`src/rtl/pbtn_debounce_if.sv`:
```
// Push-button conditioner bundle: raw pads and clears in, debounced level/strobes/flags out.
// The master drives the pads and clears; the slave (pbtn_debounce) drives the conditioned outputs.
interface pbtn_debounce_if #(
  parameter int N_BTN = 5
);
  logic [N_BTN-1:0] i_btn;
  logic [N_BTN-1:0] i_event_clr;
  logic [N_BTN-1:0] o_btn;
  logic [N_BTN-1:0] o_press;
  logic [N_BTN-1:0] o_release;
  logic [N_BTN-1:0] o_event;
  logic [N_BTN-1:0] o_long;
  logic             o_irq;

  modport master (
    output i_btn, i_event_clr,
    input  o_btn, o_press, o_release, o_event, o_long, o_irq
  );

  modport slave (
    input  i_btn, i_event_clr,
    output o_btn, o_press, o_release, o_event, o_long, o_irq
  );
endinterface

```
`src/rtl/pbtn_debounce.sv`:
```
// Per-button 2-flop synchroniser, stability-counter debouncer, press/release strobes, sticky flags and irq.
// Optional long-press strobe is built only when PBTN_LONGPRESS_EN is defined.
module pbtn_debounce #(
  parameter int N_BTN           = 5,
  parameter int DEBOUNCE_CYCLES = 500_000,
  parameter int LONG_CYCLES     = 50_000_000
) (
  input  logic          i_clk,
  input  logic          i_rst,
  pbtn_debounce_if.slave bus
);
  localparam int              CNT_W   = $clog2(DEBOUNCE_CYCLES);
  localparam logic [CNT_W-1:0] CNT_MAX = CNT_W'(DEBOUNCE_CYCLES - 1);

  logic [N_BTN-1:0]            meta_q, meta_d, sync_q, sync_d;
  logic [N_BTN-1:0][CNT_W-1:0] cnt_q, cnt_d;
  logic [N_BTN-1:0]            btn_q, btn_d;
  logic [N_BTN-1:0]            press_q, press_d, release_q, release_d;
  logic [N_BTN-1:0]            event_q, event_d;
  logic                        irq_q, irq_d;

  // Qualification: a new level is accepted only after DEBOUNCE_CYCLES consecutive differing samples.
  always_comb begin
    meta_d    = bus.i_btn;
    sync_d    = meta_q;
    cnt_d     = '0;
    btn_d     = btn_q;
    press_d   = '0;
    release_d = '0;
    for (int i = 0; i < N_BTN; i++) begin
      if (sync_q[i] != btn_q[i]) begin
        if (cnt_q[i] == CNT_MAX) begin
          btn_d[i]     = sync_q[i];
          press_d[i]   = sync_q[i];
          release_d[i] = ~sync_q[i];
          cnt_d[i]     = '0;
        end else begin
          cnt_d[i] = cnt_q[i] + CNT_W'(1);
        end
      end else begin
        cnt_d[i] = '0;
      end
    end
    event_d = (event_q & ~bus.i_event_clr) | press_d;
    irq_d   = |event_d;
  end

  // Core state register.
  always_ff @(posedge i_clk or posedge i_rst) begin
    if (i_rst) begin
      meta_q    <= '0;
      sync_q    <= '0;
      cnt_q     <= '0;
      btn_q     <= '0;
      press_q   <= '0;
      release_q <= '0;
      event_q   <= '0;
      irq_q     <= 1'b0;
    end else begin
      meta_q    <= meta_d;
      sync_q    <= sync_d;
      cnt_q     <= cnt_d;
      btn_q     <= btn_d;
      press_q   <= press_d;
      release_q <= release_d;
      event_q   <= event_d;
      irq_q     <= irq_d;
    end
  end

  assign bus.o_btn     = btn_q;
  assign bus.o_press   = press_q;
  assign bus.o_release = release_q;
  assign bus.o_event   = event_q;
  assign bus.o_irq     = irq_q;

`ifdef PBTN_LONGPRESS_EN
  localparam int               HOLD_W    = $clog2(LONG_CYCLES + 1);
  localparam logic [HOLD_W-1:0] HOLD_MAX  = HOLD_W'(LONG_CYCLES);
  localparam logic [HOLD_W-1:0] HOLD_FIRE = HOLD_W'(LONG_CYCLES - 1);

  logic [N_BTN-1:0][HOLD_W-1:0] hold_q, hold_d;
  logic [N_BTN-1:0]             long_q, long_d;

  // Hold counter saturates at LONG_CYCLES so the strobe fires once per press.
  always_comb begin
    hold_d = '0;
    long_d = '0;
    for (int i = 0; i < N_BTN; i++) begin
      if (!btn_q[i]) begin
        hold_d[i] = '0;
      end else if (hold_q[i] != HOLD_MAX) begin
        hold_d[i] = hold_q[i] + HOLD_W'(1);
      end else begin
        hold_d[i] = hold_q[i];
      end
      long_d[i] = (hold_d[i] == HOLD_FIRE) && (hold_q[i] != HOLD_FIRE);
    end
  end

  // Long-press state register.
  always_ff @(posedge i_clk or posedge i_rst) begin
    if (i_rst) begin
      hold_q <= '0;
      long_q <= '0;
    end else begin
      hold_q <= hold_d;
      long_q <= long_d;
    end
  end

  assign bus.o_long = long_q;
`else
  // Feature absent: the strobe is constant zero whatever LONG_CYCLES is set to.
  assign bus.o_long = (LONG_CYCLES > 0) ? '0 : '0;
`endif
endmodule

```
`src/flat_wrapper.sv`:
```
// flat-port wrapper written by rule: the top's interface ports become plain ports
module pbtn_debounce_flat 
#(
  parameter int N_BTN           = 5,
  parameter int DEBOUNCE_CYCLES = 500_000,
  parameter int LONG_CYCLES     = 50_000_000
)
  (i_clk, i_rst, bus_i_btn, bus_i_event_clr, bus_o_btn, bus_o_press, bus_o_release, bus_o_event, bus_o_long, bus_o_irq);
  pbtn_debounce_if #(.N_BTN(N_BTN)) bus_i ();
  input  logic i_clk;
  input  logic i_rst;
  input wire logic [$bits(bus_i.i_btn)-1:0] bus_i_btn;
  input wire logic [$bits(bus_i.i_event_clr)-1:0] bus_i_event_clr;
  output wire logic [$bits(bus_i.o_btn)-1:0] bus_o_btn;
  output wire logic [$bits(bus_i.o_press)-1:0] bus_o_press;
  output wire logic [$bits(bus_i.o_release)-1:0] bus_o_release;
  output wire logic [$bits(bus_i.o_event)-1:0] bus_o_event;
  output wire logic [$bits(bus_i.o_long)-1:0] bus_o_long;
  output wire logic [$bits(bus_i.o_irq)-1:0] bus_o_irq;
  assign bus_i.i_btn = bus_i_btn;
  assign bus_i.i_event_clr = bus_i_event_clr;
  assign bus_o_btn = bus_i.o_btn;
  assign bus_o_press = bus_i.o_press;
  assign bus_o_release = bus_i.o_release;
  assign bus_o_event = bus_i.o_event;
  assign bus_o_long = bus_i.o_long;
  assign bus_o_irq = bus_i.o_irq;
  pbtn_debounce #(.N_BTN(N_BTN), .DEBOUNCE_CYCLES(DEBOUNCE_CYCLES), .LONG_CYCLES(LONG_CYCLES)) u_core (.i_clk(i_clk), .i_rst(i_rst), .bus(bus_i));
endmodule
```
`config.mk`:
```
export PLATFORM = sky130hd
export DESIGN_NAME = pbtn_debounce_flat
export DESIGN_NICKNAME = d
export VERILOG_FILES = /design/src/rtl/pbtn_debounce_if.sv /design/src/rtl/pbtn_debounce.sv /design/src/flat_wrapper.sv
export SDC_FILE = /design/constraint.sdc
export NUM_CORES = 1
export LEC_CHECK = 0
export CELL_PAD_IN_SITES_DETAIL_PLACEMENT = 0
export CELL_PAD_IN_SITES_GLOBAL_PLACEMENT = 2
export CORE_UTILIZATION = 41
export CTS_CLUSTER_DIAMETER = 40
export CTS_CLUSTER_SIZE = 30
export DETAILED_ROUTE_END_ITERATION = 10
export DONT_BUFFER_PORTS = 1
export PLACE_DENSITY_LB_ADDON = 0.1
export SLEW_MARGIN = 20
export SYNTH_ARGS = -nofsm -noshare
export SYNTH_HDL_FRONTEND = slang
export SYNTH_SLANG_ARGS = --single-unit
```
`constraint.sdc`:
```
create_clock -name i_clk -period 4.8 [get_ports i_clk]
set_clock_uncertainty 0.2 [all_clocks]
set_input_delay 0.48 -clock i_clk [delete_from_list [all_inputs] [get_ports i_clk]]
set_output_delay 0.48 -clock i_clk [all_outputs]
set_load 0.01 [all_outputs]
```
# == Word level (Yosys, flattened, before mapping) ==
# Cells that the tools add are included.
# W data, S select, Z words.
# op_classes
addsub,5
n_reduce_logical,6
bitwise_logic,8
n_mux,30
eq_ne,10
# ops
operator,n
$mux W19,10
$add A19 B1 Y19 const B,5
$eq A19 B19 Y1 const B,5
$mux W1,20
$reduce_and A2 Y1,5
$and A5 B5 Y5,1
$ne A1 B1 Y1,5
$not A1 Y1,5
$not A5 Y5,1
$or A5 B5 Y5,1
$reduce_or A5 Y1,1
# word_totals
output_inout_bits,26
inputBits,12
register_bits,126
word_cells,75

# == Depth between registers and ports, before layout ==
# Gate-level depths: netlist of the first run.
# depth
word_depth,5
ltp_mapped,8
ltp_nobuf,6

# == Worst setup path before layout of the first run ==
# Ideal clock, no wire load.
# synth_path
path_kind,reg2reg
start,register u_core.cnt_q[19] (netlist bit)
end,register u_core.irq_q (netlist: u_core.bus.o_irq)
period_less_slack_ns,2.297
path_slack_ns,2.503
path_buffers,0
path_stages_with_launch,7
required_ns,4.462
setup_ns,0.138
t_arrival_ns,1.958
path_cell_list,dfrtp_1 -> ha_1 -> nand3_1 -> nor3_1 -> and4b_2 -> or4_1 -> or4_1
# synth_via
elab_chain_len,5
# synth_lines
element,line,source
start: declaration,pbtn_debounce.sv:16,"logic [N_BTN-1:0][CNT_W-1:0] cnt_q, cnt_d;"
start signal: assignment,pbtn_debounce.sv:62,cnt_q <= cnt_d;
$eq A19 B19 Y1,pbtn_debounce.sv:32,if (cnt_q[i] == CNT_MAX) begin
$mux W1,pbtn_debounce.sv:32,
$mux W1,pbtn_debounce.sv:31,if (sync_q[i] != btn_q[i]) begin
net u_core.press_d[1],pbtn_debounce.sv:18,"logic [N_BTN-1:0] press_q, press_d, release_q, release_d;"
$or A5 B5 Y5,pbtn_debounce.sv:44,event_d = (event_q & ~bus.i_event_clr) | press_d;
$reduce_or A5 Y1,pbtn_debounce.sv:45,irq_d = |event_d;
net u_core.irq_d,pbtn_debounce.sv:20,"logic irq_q, irq_d;"
end signal: assignment,pbtn_debounce.sv:67,irq_q <= irq_d;
end: declaration,pbtn_debounce.sv:20,
# The timed path passes the listed nets, and every way through them passes these cells.
# A chain may end at the register's enable or synchronous reset.

==> summary.md, run 1 <==
The run finished with clean final reports. The part of the total power dissipated in combinational logic came out at 2.5%. STA classifies the critical path startpoint as a register.

For this design the static power due to leakage is 2.88 nW. For this configuration, the core starts out at a cell density of 42.4%. The sequential share of power was 44.1%. The tool flagged a number of max-cap violations equal to 0. The tools report the number of DRC markers in iteration 0 as 172.

In the finished design, the share of the clock period the worst path needs comes to 53.0%. For the hold violation count in the final report, the log shows 0. The cell area that synthesis handed to floorplanning was 0.00566 mm².

The design draws 2.47 mW. Setup total negative slack on the finished layout was measured at 0 ns. The power per unit of standard cell area was 380 mW/mm²; the logic depth of the worst setup path including buffers was 5.

The finished layout holds 755 standard cells, fillers aside. STA classifies the critical path endpoint as a register. Fill cells in the final layout number 1259.

Most instantiated flip-flop cell in the synthesis netlist: sky130_fd_sc_hd__dfrtp_1. The synthesized design spends more area on one cell type than any other, namely sky130_fd_sc_hd__dfrtp_1. STA puts the critical path data arrival time at 2.61 ns. TritonCTS built the clock tree. Clock tree synthesis inserted a total of 17 buffers.

Yosys mapped a number of flops with a built-in enable equal to 0. The startpoint identified for the worst hold timing path is bus_i_event_clr[0]. The number of synthesized register bits is 126.

The die span in y is 120 µm. Setup repair after global routing left no endpoint under its margin. The logs give 0 for the sum of overflow across all layers after global routing and 3759 for the via count of the routed design. The share of the Yosys chip area taken by registers is 55.7%.

The cell depth of the worst hold path works out to 1. The first detailed-routing pass took 4 iterations. The tools report the end point of the worst hold path as u_core.bus.o_event[0]. Hold is met by 0.0452 ns.

For the placeable core region, the log shows 0.0133 mm². After clock tree synthesis, the repair step resized 0 gates. The root buffer cell was sky130_fd_sc_hd__clkbuf_16. Ranked by total cell area, the synthesized netlist is headed by sky130_fd_sc_hd__dfrtp_1 56%, sky130_fd_sc_hd__xor2_1 8.2%, sky130_fd_sc_hd__nor2_1 7.9%.

After synthesis, the largest area contributor takes up 55.7% of total cell area. The top fanout value on the critical path was 18. For the worst flop-to-flop path, the logic depth is 5. After detailed routing, the average wire length per cell comes to 14.2 µm. During placement, the flow inserted port buffers numbering 0. The run gives 63 as the largest net degree at the start of global routing. The tools report the depth of the CTS H-tree as 4. The cell total after placement is 718, and the total clock sinks is 126. Clock-pin slew was measured on the worst setup and hold paths at 0.05 ns. The internal cell power came out at 1.97 mW.

The first global-routing pass estimated 18500 µm of wire. The reported net switching power is 0.496 mW. For the pin with the worst max-slew slack, the measured transition is 0.811 ns. Counting flops with an async set or reset pin after synthesis yields a share of 100%.

Path class of the lowest-slack min-delay path: input pin to register. Dividing the synthesized area by the synthesized cell count gives 10.3 µm². After the last flow step, the layout net total stands at 584. Setup violations remaining at the end of the flow were counted as 0.

The dominant delay contributor by cell family on the critical path is simple AND/OR/NAND/NOR gates. In this run the deepest clock path goes through 2 buffers. Data on the critical path is required at its endpoint by 4.87 ns. Yosys printed 0 warnings. The area enclosed by the die boundary was 0.0143 mm²; the layout overhead on the synthesized area was 14.8%. The number of buffers and inverters on the critical path is 0. The net switching share of the total power was 20.1%; the fraction of layout instances using a drive strength above 1 was 7.43%. The detail-routed via count per cell was 4.98; the total routing resource utilization after global routing was 16.7%.

The wire length after detailed routing is 10700 µm. On the critical path, the stage with the largest delay is an instance of sky130_fd_sc_hd__or2_1. The synthesized netlist cell count is 548.

The highest clock rate came out at 0.393 GHz. The number of antenna diodes in the final layout is 0. The startpoint-to-endpoint class of the critical path is register to register. During I/O placement, the number of pins put on the boundary was 38. The slack of the worst reg-to-reg path was 2.26 ns; the final critical-path required period was 2.54 ns. Walking the worst path, the cells encountered are or4_1 -> nor4_2 -> nor4b_4 -> or2_1 -> nor2_1. Number of antenna violations at the first check in global routing: 0. The run gives 42 as the cell row count. The die outline width came out at 120 µm. The run gives 246 µV as the maximum ir drop on the vdd rail. The via count of the first global-routing pass came out at 3686. Detailed placement ended at an HPWL of 7360 µm. The tools report the clock insertion delay at the later pin of the skew report as 0.41 ns.

The delay of the slowest cell on the worst path was 0.55 ns; the number of max-slew violations in the final report was 0. For the final estimated routing congestion in global placement, the log shows 0.775. The startpoint identified for the worst register-to-register timing path is u_core.cnt_q[26]. For the post-synthesis cell type count, the log shows 42. The count of nets left with antenna violations once routing finished came out at 0. Of the total power, the clock network draws 53.4%. The worst register-to-register path ends at u_core.cnt_q[28].

For this run, design rule violations remaining after detail routing come to 0. The relative slew slack came out at 45.5%.
[cell usage in the layout (no fill, tap or decap), types with 11 or more instances in the layout]
master                        n
sky130_fd_sc_hd__nor4_1      11
sky130_fd_sc_hd__nand3_1     33
sky130_fd_sc_hd__nand4_1     23
sky130_fd_sc_hd__dfrtp_1    126
sky130_fd_sc_hd__nor2_1     119
sky130_fd_sc_hd__clkbuf_16   17
sky130_fd_sc_hd__xnor2_1     36
sky130_fd_sc_hd__xor2_1      53
sky130_fd_sc_hd__nand2_1     40
sky130_fd_sc_hd__inv_1       17
[timing repair]
action	in CTS	in global routing
buffers inserted	0	0
endpoints found under the hold margin	33	0
hold buffers	6	0
[state kept, by name, summed over array words and instances, names as in the netlist]
signal                count
u_core.cnt_q             95
u_core.bus.o_btn          5
u_core.bus.o_event        5
u_core.bus.o_press        5
u_core.bus.o_release      5
u_core.meta_q             5
u_core.sync_q             5
u_core.bus.o_irq          1
[through the flow]
step                instance area (µm²)  util (%)  setup WS, ns
finish                             6500      48.7          2.26
global placement                   5830      43.7          2.29
detailed placement                 5830      43.7          2.24
global route                       6500      48.7          2.06
CTS                                6500      48.7          2.23
floorplan                          5680         -         0.764
[how the worst max path moves through the flow]
stage                                start             endpoint  slack (ns)
after detailed placement  u_core.cnt_q[26]     u_core.cnt_q[27]        2.24
final                     u_core.cnt_q[26]     u_core.cnt_q[28]        2.26
after global placement    u_core.cnt_q[26]     u_core.cnt_q[24]        2.29
after global routing      u_core.cnt_q[28]     u_core.cnt_q[28]        2.06
after floorplan                      i_rst  u_core.bus.o_btn[0]        0.76
after CTS                 u_core.cnt_q[25]     u_core.cnt_q[28]        2.23
[synthesized netlist by cell type, types with 2 or more instances]
| master | number |
|---|---|
| sky130_fd_sc_hd__mux2_2 | 3 |
| sky130_fd_sc_hd__or2_2 | 3 |
| sky130_fd_sc_hd__or4_1 | 4 |
| sky130_fd_sc_hd__nand2b_1 | 2 |
| sky130_fd_sc_hd__inv_1 | 18 |
| sky130_fd_sc_hd__and2_1 | 2 |
| sky130_fd_sc_hd__dfrtp_1 | 126 |
| sky130_fd_sc_hd__buf_4 | 5 |
| sky130_fd_sc_hd__or4bb_1 | 2 |
| sky130_fd_sc_hd__and4b_1 | 3 |
| sky130_fd_sc_hd__nor2_1 | 119 |
| sky130_fd_sc_hd__buf_2 | 3 |
| sky130_fd_sc_hd__and4_1 | 5 |
| sky130_fd_sc_hd__nand3_1 | 33 |
| sky130_fd_sc_hd__nor4_1 | 11 |
| sky130_fd_sc_hd__and3_1 | 10 |
| sky130_fd_sc_hd__nand2_1 | 40 |
| sky130_fd_sc_hd__or3_1 | 2 |
| sky130_fd_sc_hd__nor3b_1 | 4 |
| sky130_fd_sc_hd__o21ai_0 | 3 |
| sky130_fd_sc_hd__a21o_1 | 2 |
| sky130_fd_sc_hd__nand4_1 | 23 |
| sky130_fd_sc_hd__nor3_1 | 9 |
| sky130_fd_sc_hd__clkbuf_1 | 4 |
| sky130_fd_sc_hd__xor2_1 | 53 |
| sky130_fd_sc_hd__ha_1 | 5 |
| sky130_fd_sc_hd__nor4bb_1 | 3 |
| sky130_fd_sc_hd__nor2b_1 | 2 |
| sky130_fd_sc_hd__xnor2_1 | 36 |
[final cells by class]
type,count,area [µm²],area share [%]
clock buffers,25,505,7.78
clock inverters,6,105,1.62
inverters,18,70.1,1.08
multi-input cells,394,2360,36.3
flip-flops and latches,126,3150,48.5
well taps,176,220,3.39
repair buffers,10,90.1,1.39
[logic make-up (layout without fill, tap and decap cells)]
kind of cell | after synthesis | in the layout | synth area share (%)
compound gates | 8 | 8 | 0.817
xor+xnor | 89 | 89 | 13.8
fa+ha+maj | 5 | 5 | 1.10
buf+inv | 32 | 59 | 2.94
flops | 126 | 126 | 55.7
mux | 3 | 3 | 0.597
other cells | 1 | 5 | 0.0662
simple gates | 284 | 284 | 25.0
[power by group through the flow]
stage	Clock (mW)	Sequential [mW]	Combinational, mW
finish	1.32	1.09	0.0608
global route	1.40	1.09	0.0719
CTS	1.35	1.09	0.0641
detailed placement	0	1.11	0.0596
global placement	0	1.11	0.0589
floorplan	0	1.11	0.0502
[routing by layer]
metal  up-vias  wire, µm  GRT usage [%]
met5         -         0              0
met4         0       112           4.92
met3         9       432           6.04
met2        51      4820           24.7
met1      1838      5370           23.0
li1       1861         -              -
Note: power is estimated with default switching activity, not from simulation.
==> inputs of run 2 (changes only) <==
Clock period 4.8 ns to 2.5 ns, I/O delays scaled along.
==> run 2 against run 1 <==
  * Power rose by 86%
  * Flip-flop and latch count unchanged
  * Register-to-register slack lost 2.0 ns
  * Cell area rose by 1.8%
  * Maximum frequency is 13% higher
  * Critical endpoint is now u_core.cnt_q[21]
==> summary.md, run 2 (synthesis gave the netlist of run 1 again) <==
From synthesis to final layout, the design area changed by 16.9%. Most flop-heavy register: u_core.cnt_q. The worst setup path is of the register to register kind. The number of antenna violations at the first check in global routing was 0 (unchanged). The number of violations of the max-capacitance limit was 0 (unchanged). The cell depth of the worst hold path was 2 (+1); the number of max-slew violations in the final report was 0 (unchanged). For the sum of overflow across all layers after global routing, the log shows 0 (unchanged).

The total routing resource utilization after global routing was 17.2% (+0.45 points). The cell row count was 42 (unchanged); the number of search-and-repair iterations in the first detailed-routing pass was 4 (unchanged). Die outline width: 120 µm (unchanged). The final estimated routing congestion in global placement came out at 0.738 (-4.8%). The relative slew slack is 62.6% (+17 points). For the number of routed nets with antenna violations, the log shows 0 (unchanged).

The top fanout value on the critical path came out at 13 (-5). The run finished with clean final reports. The detail-routed via count per cell came out at 4.95 (-0.51%). The tools report the met2 demand-to-capacity share in global routing as 25.9% (+1.2 points). The worst setup path is launched from a register.

For the maximum number of buffers from clock root to sink, the log shows 2 (unchanged). Sequential share of power: 45.7% (+1.6 points). The reported net switching power was 0.950 mW (+92%). The power per unit of standard cell area is 693 mW/mm² (+82%).

The relative contribution of the clock network to total power is 51.4% (-2.0 points), and the transition time at the pin with the least slew margin is 0.555 ns (-0.256 ns). The cell total after placement is 731 (+1.8%), and the end-of-flow core utilization is 49.6% (+0.86 points). Fraction of layout instances using a drive strength above 1: 9.40% (+2.0 points). In the layout the commonest cells are 126 x sky130_fd_sc_hd__dfrtp_1, 119 x sky130_fd_sc_hd__nor2_1, 53 x sky130_fd_sc_hd__xor2_1.

The run gives 2.60 ns (-2.27 ns) as the critical path required time. The total clock sinks came out at 126 (unchanged). The final net count is 602 (+3.1%), and the flip-flop count of the largest register, all copies and words added is 95 (unchanged). Logic depth of the worst register-to-register path: 6 (+1).

Setup repair after global routing left no endpoint under its margin. The hold violation count in the final report came out at 0 (unchanged). The arrival time reported for the critical path endpoint is 2.35 ns (-0.26 ns).

The area enclosed by the die boundary was 0.0143 mm² (unchanged). The run gives 0 (unchanged) as the number of post-CTS setup repair buffers. The logs give 17 (unchanged) for the clock buffer count from CTS and 0.00662 mm² (+1.8%) for the summed area of non-filler cells in the final layout. The share of the clock period used by the worst path works out to 90.3% (+37 points). The layer flagged by global routing as most heavily used is met2.

The net switching share of the total power is 20.7% (+0.65 points), and the part of the total power dissipated in combinational logic is 2.9% (+0.4 points). The run gives 200 (+16%) as the number of DRC markers in iteration 0. The library cell used most frequently in the layout, excluding fill and tap cells, is sky130_fd_sc_hd__dfrtp_1. The depth of the CTS H-tree was 4 (unchanged); the largest net degree at the start of global routing was 67 (+6.3%). The placed instance area is 0.00594 mm² (+1.9%), and the static leakage is 2.95 nW (+2.3%). The aggregate negative setup slack was 0 ns (unchanged); the maximum ir drop on the vdd rail was 456 µV (+85%).

For the count of endpoints failing setup in the final report, the log shows 0 (unchanged). The tightest min-delay check is of the input pin to register type. Tightest hold margin: 0.0224 ns (-0.0228 ns). The endpoint kind of the worst setup timing path was a register. The final critical-path setup slack came out at 0.241 ns (-2.02 ns). The routed length per placed instance is 14.0 µm (-1.3%), and the number of standard cells in the layout, taps in and fillers out is 772 (+2.3%). The detailed placer's ending HPWL is 7520 µm (+2.2%). The run gives 0.0133 mm² (unchanged) as the placeable core region. The number of inserted diodes is 0 (unchanged), and the starting utilization of the core area is 42.4% (unchanged). The die span in y works out to 120 µm (unchanged). The tools report the met3 global-route usage as 4.85% (-1.2 points). The internal cell power is 3.64 mW (+84%), and the met1 routing resource usage after global routing is 23.2% (+0.15 points). Highest clock rate: 0.443 GHz (+13%). The final critical-path required period came out at 2.26 ns (-0.284 ns).

TritonCTS built the clock tree. For the post-place setup slack, the log shows 0.195 ns (-2.04 ns). The tree is rooted in a sky130_fd_sc_hd__clkbuf_16. For the wire length after detailed routing, the log shows 10800 µm (+0.92%).

The via count of the routed design was 3824 (+1.7%); the port buffer count was 0 (unchanged). Clock slew seen by the registers of the worst setup and hold paths: 0.05 ns (about the same). The clock insertion delay at the later pin of the skew report was 0.41 ns (about the same).

The run gives 19200 µm (+4.0%) as the global-route wire length before repair. The via count of the first global-routing pass is 3930 (+6.6%). The total power came out at 4.59 mW (+86%). Number of I/O pins: 38 (unchanged). The run gives 0 (unchanged) as the residual DRC count.
-- run 2: cell count changes in the layout (fill, tap and decap cells not counted) --
cell and delta:
sky130_fd_sc_hd__buf_4 +12, sky130_fd_sc_hd__dlygate4sd3_1 +5, sky130_fd_sc_hd__clkinv_2 +3, sky130_fd_sc_hd__clkbuf_8 -2
sky130_fd_sc_hd__buf_12 +1, sky130_fd_sc_hd__bufinv_16 -1, sky130_fd_sc_hd__clkbuf_1 -1, sky130_fd_sc_hd__clkinvlp_4 +1
sky130_fd_sc_hd__inv_4 -1
-- run 2: worst max-delay path: stages, from the launching register on --
cell	delay [ns]
sky130_fd_sc_hd__dfrtp_1	0.44
sky130_fd_sc_hd__or4_1	0.51
sky130_fd_sc_hd__nor4_2	0.31
sky130_fd_sc_hd__nor4b_4	0.27
sky130_fd_sc_hd__or2_1	0.15
sky130_fd_sc_hd__buf_4	0.20
sky130_fd_sc_hd__nor2_1	0.07
-- run 2: power groups by stage --
stage          Clock [mW]  Combinational (mW)  Sequential (mW)
2_1_floorplan           0              0.0968             2.12
3_3_place_gp            0               0.123             2.13
3_5_place_dp            0               0.125             2.13
4_1_cts              2.42               0.140             2.09
5_1_grt              2.53               0.155             2.10
6_report             2.36               0.133             2.10
-- run 2: timing repair --
action | 4_1_cts | 5_1_grt
hold buffers | 11 | 0
hold endpoints to repair | 136 | 0
gates resized for setup | 0 | 0
-- run 2: layout make-up --
cell class	instances	area (µm²)
fillers	1287	6730
flip-flops and latches	126	3150
multi-input cells	394	2360
clock buffers	22	474
repair buffers	28	250
well taps	176	220
clock inverters	8	90.1
inverters	18	71.3
-- run 2: worst paths after layout --
check | from | endpoint | slack (ns)
setup / recovery | u_core.cnt_q[28] | u_core.cnt_q[21] | 0.24
hold / removal | bus_i_event_clr[1] | u_core.bus.o_event[1] | 0.02
setup reg to reg | u_core.cnt_q[28] | u_core.cnt_q[21] | 0.24
hold reg to reg | u_core.meta_q[4] | u_core.sync_q[4] | 0.15
max in group asynchronous | i_rst | u_core.bus.o_release[2] | 1.45
min in group asynchronous | i_rst | u_core.cnt_q[11] | 0.23
-- run 2: metal layers --
layer  share of wire, %  wire length, µm  vias to the layer above
li1                   -                -                     1889
met1                 49             5340                     1868
met2                 45             4920                       51
met3                3.5              374                       16
met4                1.8              200                        0
met5                  0                0                        -
